$ cat src/rtl/exe_arb_pkg.sv
// Shared definitions for the EXE-stage arbiter.
// Holds the default widths, the requester id type and the ALU operation
// codes that EXE and decode also use.
package exe_arb_pkg;

  localparam int unsigned ARB_DATA_W = 32;
  localparam int unsigned ARB_OP_W   = 3;
  localparam int unsigned ARB_CNT_W  = 16;

  // Requester id: 0 = main pipeline, 1 = auxiliary unit
  typedef logic req_id_t;

  localparam req_id_t REQ_MAIN = 1'b0;
  localparam req_id_t REQ_AUX  = 1'b1;

  // ALU operation codes (the arbiter passes these through unchanged)
  localparam logic [ARB_OP_W-1:0] ALU_ADD = 3'd0;
  localparam logic [ARB_OP_W-1:0] ALU_SUB = 3'd1;
  localparam logic [ARB_OP_W-1:0] ALU_AND = 3'd2;
  localparam logic [ARB_OP_W-1:0] ALU_OR  = 3'd3;
  localparam logic [ARB_OP_W-1:0] ALU_XOR = 3'd4;
  localparam logic [ARB_OP_W-1:0] ALU_SLL = 3'd5;
  localparam logic [ARB_OP_W-1:0] ALU_SRL = 3'd6;
  localparam logic [ARB_OP_W-1:0] ALU_SLT = 3'd7;

endpackage

$ cat src/rtl/rr_arb2.sv
// Two-way round-robin grant, purely combinational.
// Ports:
//   req_valid  - request valid per requester
//   last_grant - requester granted most recently (register lives in parent)
//   enable     - grant allowed this cycle (response slot free, out of reset)
//   grant_c    - one-hot grant or zero
module rr_arb2
  import exe_arb_pkg::*;
(
  input  logic [1:0] req_valid,
  input  req_id_t    last_grant,
  input  logic       enable,
  output logic [1:0] grant_c
);

  // On a tie, the requester that did not win last time gets the grant
  always_comb begin
    grant_c = 2'b00;
    if (enable) begin
      unique case (req_valid)
        2'b01:   grant_c = 2'b01;
        2'b10:   grant_c = 2'b10;
        2'b11:   grant_c = (last_grant == REQ_AUX) ? 2'b01 : 2'b10;
        default: grant_c = 2'b00;
      endcase
    end
  end

endmodule

$ cat src/rtl/exe_alu_arbiter.sv
// Shares the combinational EXE stage between the main pipeline (requester 0)
// and an auxiliary unit (requester 1). Round-robin grant, EXE inputs driven
// from the winner, ALU result captured into a one-entry response register
// with valid/ready handshake, saturating per-requester grant counters.
// Ports:
//   clk, rst_n                      - clock, async active-low reset
//   req_valid / req_ready           - request handshake per requester
//   req{0,1}_op/_opb_sel/_data1/_data2/_imm - request payloads
//   exe_alu_signal/exe_opb_select/exe_data1/exe_data2/exe_imm - to EXE
//   exe_result                      - from EXE (combinational)
//   rsp_valid/rsp_ready/rsp_id/rsp_data - response handshake and payload
//   grant_cnt0 / grant_cnt1         - accepted requests, saturating
module exe_alu_arbiter
  import exe_arb_pkg::*;
#(
  parameter int unsigned DATA_W = exe_arb_pkg::ARB_DATA_W,
  parameter int unsigned OP_W   = exe_arb_pkg::ARB_OP_W,
  parameter int unsigned CNT_W  = exe_arb_pkg::ARB_CNT_W
) (
  input  logic              clk,
  input  logic              rst_n,

  input  logic [1:0]        req_valid,
  output logic [1:0]        req_ready,

  input  logic [OP_W-1:0]   req0_op,
  input  logic              req0_opb_sel,
  input  logic [DATA_W-1:0] req0_data1,
  input  logic [DATA_W-1:0] req0_data2,
  input  logic [DATA_W-1:0] req0_imm,

  input  logic [OP_W-1:0]   req1_op,
  input  logic              req1_opb_sel,
  input  logic [DATA_W-1:0] req1_data1,
  input  logic [DATA_W-1:0] req1_data2,
  input  logic [DATA_W-1:0] req1_imm,

  output logic [OP_W-1:0]   exe_alu_signal,
  output logic              exe_opb_select,
  output logic [DATA_W-1:0] exe_data1,
  output logic [DATA_W-1:0] exe_data2,
  output logic [DATA_W-1:0] exe_imm,
  input  logic [DATA_W-1:0] exe_result,

  output logic              rsp_valid,
  input  logic              rsp_ready,
  output logic              rsp_id,
  output logic [DATA_W-1:0] rsp_data,

  output logic [CNT_W-1:0]  grant_cnt0,
  output logic [CNT_W-1:0]  grant_cnt1
);

  req_id_t    last_grant;
  logic [1:0] grant_c;
  logic       slot_free_c;
  logic       accept_c;
  req_id_t    accept_id_c;

  // Slot can take a new result if empty or being drained this cycle
  assign slot_free_c = !rsp_valid || rsp_ready;

  // rst_n in the enable keeps req_ready low while reset is held
  rr_arb2 u_rr_arb2 (
    .req_valid  (req_valid),
    .last_grant (last_grant),
    .enable     (slot_free_c && rst_n),
    .grant_c    (grant_c)
  );

  // A grant is only ever issued to a valid requester, so grant == accept
  assign req_ready   = grant_c;
  assign accept_c    = |grant_c;
  assign accept_id_c = grant_c[1];

  // EXE input mux; all-zero when idle so EXE inputs do not toggle
  always_comb begin
    exe_alu_signal = '0;
    exe_opb_select = 1'b0;
    exe_data1      = '0;
    exe_data2      = '0;
    exe_imm        = '0;
    if (grant_c[0]) begin
      exe_alu_signal = req0_op;
      exe_opb_select = req0_opb_sel;
      exe_data1      = req0_data1;
      exe_data2      = req0_data2;
      exe_imm        = req0_imm;
    end else if (grant_c[1]) begin
      exe_alu_signal = req1_op;
      exe_opb_select = req1_opb_sel;
      exe_data1      = req1_data1;
      exe_data2      = req1_data2;
      exe_imm        = req1_imm;
    end
  end

  // Response slot and round-robin pointer; refill wins over drain
  always_ff @(posedge clk or negedge rst_n) begin
    if (!rst_n) begin
      rsp_valid  <= 1'b0;
      rsp_data   <= '0;
      rsp_id     <= 1'b0;
      last_grant <= REQ_AUX;
    end else if (accept_c) begin
      rsp_valid  <= 1'b1;
      rsp_data   <= exe_result;
      rsp_id     <= accept_id_c;
      last_grant <= accept_id_c;
    end else if (rsp_ready) begin
      rsp_valid  <= 1'b0;
    end
  end

  // Saturating grant counters
  always_ff @(posedge clk or negedge rst_n) begin
    if (!rst_n) begin
      grant_cnt0 <= '0;
      grant_cnt1 <= '0;
    end else begin
      if (grant_c[0] && (grant_cnt0 != '1)) grant_cnt0 <= grant_cnt0 + CNT_W'(1);
      if (grant_c[1] && (grant_cnt1 != '1)) grant_cnt1 <= grant_cnt1 + CNT_W'(1);
    end
  end

endmodule

$ cat config.mk
export PLATFORM = sky130hd
export DESIGN_NAME = exe_alu_arbiter
export DESIGN_NICKNAME = d
export VERILOG_FILES = /design/src/rtl/exe_arb_pkg.sv /design/src/rtl/rr_arb2.sv /design/src/rtl/exe_alu_arbiter.sv
export SDC_FILE = /design/constraint.sdc
export NUM_CORES = 1
export LEC_CHECK = 0
export BUFFER_PORTS_ARGS = -buffer_cell sky130_fd_sc_hd__buf_2
export CORE_AREA = 2 2 159 161
export CTS_BUF_LIST = sky130_fd_sc_hd__clkbuf_4 sky130_fd_sc_hd__clkbuf_8
export DETAILED_ROUTE_END_ITERATION = 8
export DIE_AREA = 0 0 161 163
export PLACE_DENSITY_LB_ADDON = 0.08
export SLEW_MARGIN = 5
export SYNTH_ARGS = -nofsm -noshare
export SYNTH_HDL_FRONTEND = slang
export SYNTH_HIERARCHICAL = 1
export SYNTH_SLANG_ARGS = --single-unit
$ cat constraint.sdc
create_clock -name clk -period 3.6 [get_ports clk]
set_input_delay 0.54 -clock clk [delete_from_list [all_inputs] [get_ports clk]]
set_output_delay 0.54 -clock clk [all_outputs]
set_load 0.02 [all_outputs]
==> run_results.csv <==
group,metric,value,unit
grt,grt_overflow,0,
floorplanning,core,24700,sq um
floorplanning,fp-row-count,58,
hold_path,min_path_type,"in -> reg",
logic_synthesis,synth_most_common_cell,"a22o_1",
logic_synthesis,syn_area_per_cell,10.9,sq um
critical_path,timing.rr.end,"grant_cnt0[11]$_DFFE_PN0P_",
critical_path,crit_arrival,2.25,ns
sta,layout_setup_ws,0.807,ns
logic_synthesis,syn_nets,593,
place,post-place-ws,0.764,ns
cts,cts_resized,0,
logic_synthesis,synth_edf_count,0,
logic_synthesis,synth_cell_type_count,43,
grt,first_global_vias,4775,
logic_synthesis,syn_inst,354,
final_layout,fin_util,26.4,%
power,fin_total_pwr,3.02,mW
power,combinationalPowerShare,42.8,%
logic_synthesis,synthTopCellsByCount,"99 x a22o_1, 66 x dfrtp_1, 33 x mux2_2",
sta,max_freq,358,MHz
sta,tightest_slew,0.885,ns
place,portBuffers,404,
drt,wl_per_cell,20.9,microns
floorplanning,io_pins,405,
power,p_int,1.80,mW
sta,hold_viol,0,
floorplanning,dieWidth,161,microns
sta,finalCritPeriodShare,77.6,%
critical_path,cp.required,3.06,ns
cts,cts_buffers,9,
critical_path,crit_path_end,"exe_imm[21]",
critical_path,crit_family,"buffers and inverters",
drt,drtIter0Drc,159,
logic_synthesis,synth.yosys.seq_area_share,43.3,%
critical_path,rrSetupSlack,1.08,ns
sta,slew_violations,0,
drt,vias_per_cell,4.29,
final_layout,drive_gt1_share,62.5,%
outcome,outcome,"finished, final reports clean",
critical_path,crit_start,"rsp_valid$_DFFE_PN0P_",
power,p_sw,1.22,mW
logic_synthesis,synth_seq_cells,67,
critical_path,r2r-start,"rsp_valid$_DFFE_PN0P_",
grt,grt_max_degree,100,
grt,grt_first_pass_wirelength,31500,microns
sta,slew_headroom,41.0,%
cts,tritoncts,"done",
run,maxCapViolations,0,
power,seqPwrFrac,35.9,%
drt,vias,4706,
final_layout,area_growth,68.0,%
logic_synthesis,netlist_area,3870,sq um
cts,clk_latency,0.34,ns
logic_synthesis,async_flop_share,100,%
cts,hold_buffers,0,
logic_synthesis,yosysTopAreaCell,"dfrtp_1",
critical_path,critical_path_class,"reg -> out",
logic_synthesis,synth_top_flop_cell,"dfrtp_1",
sta,rsz0062_at_grt,"false",
place,placed_area,6270,sq um
drt,drt_pass1_iterations,4,
place,dp_hpwl,19200,microns
critical_path,endpoint_kind,"primary output",
power,pwr_density_cell,463,nW/um^2
critical_path,rr_worst_depth,9,
critical_path,start_kind,"flip-flop",
sta,finalSetupViolations,0,
floorplanning,start_util,15.7,%
critical_path,crit_slowest_cell,"dfrtp_1",
cts,clk_pin_slew,0.08,ns
logic_synthesis,synth_area_leaders,"dfrtp_1 43%, a22o_1 22%, mux2_2 9.6%",
critical_path,crit_path_cell_trace,"nand2b_1 > and2_1 > nand2_1 > a21oi_1 > nor2b_4 > buf_12 > a22o_1 > buf_2",
critical_path,crit_fanout,99,
cts,cts_setup_buffers,0,
final_layout,final_area,6510,sq um
sta,min_period,2.79,ns
place,gp_congestion,0.884,
drt,drc,0,
power,p_clk_share,21.2,%
final_layout,nFillCells,2781,
cts,cts_buffer_depth,2,
cts,clock-sinks,67,
power,irDropWorstVdd,0.140,mV
power,swShare,40.4,%
floorplanning,die_area,26200,sq um
final_layout,ff_latch_area,1680,sq um
drt,ant_nets,0,
final_layout,nets,986,
critical_path,crit_buf_inv,2,
cts,htree_num_levels,3,
drt,totalWireLength,22900,microns
floorplanning,die-height,163,microns
sta,worst_clock_skew,0.0130,ns
critical_path,path_depth,8,
final_layout,multi_input_area,2070,sq um
grt,grt_use_total,16.5,%
critical_path,slowest_delay,0.38,ns
sta,fin_tns_setup,0,ns
logic_synthesis,yosysTopAreaCellShare,42.6,%
power,p_leak,3.55,nW
grt,antenna_found_initial,23,
cts,root_buffer,"clkbuf_8",
logic_synthesis,yosysWarningCount,6,
worst min-delay path by stage:
stage	start	end	slack [ns]	cells past startpoint
after floorplan	rst_n	grant_cnt0[0]$_DFFE_PN0P_	0.24	0
after global placement	rsp_id$_DFFE_PN0P_	rsp_id$_DFFE_PN0P_	0.48	1
after detailed placement	rsp_id$_DFFE_PN0P_	rsp_id$_DFFE_PN0P_	0.47	1
after CTS	exe_result[14]	rsp_data[14]$_DFFE_PN0P_	0.40	2
after global routing	exe_result[6]	rsp_data[6]$_DFFE_PN0P_	0.40	2
final	exe_result[14]	rsp_data[14]$_DFFE_PN0P_	0.42	2
placed cells by master, fill, tap and decap left out, drive strengths merged, types with 2 or more instances in the layout:
cell and n:
nor4 2, nor3 9, mux2 35, o21ai 4, nand3 12, and3 4, a22o 99, nor2 10
xor2 13, nand2 20, dfrtp 66, nand2b 2, clkbuf 11, buf 410, diode 14, xnor2 11
a21o 2, nand4 10, ha 2, a21oi 3, clkinv 3, inv 5
registers in the layout, indices dropped and copies added (netlist names):
| name | cells |
|---|---|
| last_grant | 1 |
| rsp_data | 32 |
| grant_cnt0 | 16 |
| rsp_valid | 1 |
| grant_cnt1 | 16 |
| rsp_id | 1 |
per-layer routing:
layer  up-vias  share of wire [%]  track usage [%]  wire length (microns)
met1      2280                 36             17.6                   8270
met5         -               0.53                0                    121
met3        30                 12             9.60                   2750
met4        20               0.82             3.57                    187
li1       2167                  -                -                      -
met2       209                 51             28.4                  11600
kinds of logic (layout without fill, tap and decap cells):
| kind of cell | after synthesis | after routing | synth area share (%) |
|---|---|---|---|
| AOI/OAI and AO/OA | 115 | 115 | 25.7 |
| xor gates and xnor gates | 24 | 24 | 5.43 |
| adders and majority gates | 2 | 2 | 0.646 |
| buffers and inverters | 33 | 431 | 3.68 |
| DFF | 67 | 67 | 43.3 |
| muxes | 35 | 35 | 10.3 |
| other | 0 | 14 | 0 |
| and+or+nand+nor | 78 | 78 | 11.0 |
power by group through the flow:
stage | clock network [mW] | registers [mW] | logic, mW
2_1_floorplan | 0 | 1.28 | 0.540
3_3_place_gp | 0 | 1.10 | 1.32
3_5_place_dp | 0 | 1.10 | 1.32
4_1_cts | 0.675 | 1.09 | 1.32
5_1_grt | 0.710 | 1.12 | 1.39
6_report | 0.640 | 1.08 | 1.29
stage by stage:
| stage | hold WS [ns] | std cells |
|---|---|---|
| final | 0.424 | 1096 |
| after CTS | 0.397 | 1082 |
| after detailed placement | 0.471 | 1066 |
| after floorplan | 0.244 | 354 |
| after global routing | 0.396 | 1086 |
| after global placement | 0.477 | 1066 |
layout make-up:
| class | instances | share of cell area, % |
|---|---|---|
| repair buffers | 410 | 32.1 |
| multi-input cells | 254 | 31.9 |
| flip-flops and latches | 67 | 25.8 |
| well taps | 330 | 6.34 |
| clock buffers | 11 | 2.23 |
| clock inverters | 5 | 0.808 |
| diodes | 14 | 0.538 |
| inverters | 5 | 0.288 |
Power figures use the tool's default switching activity.
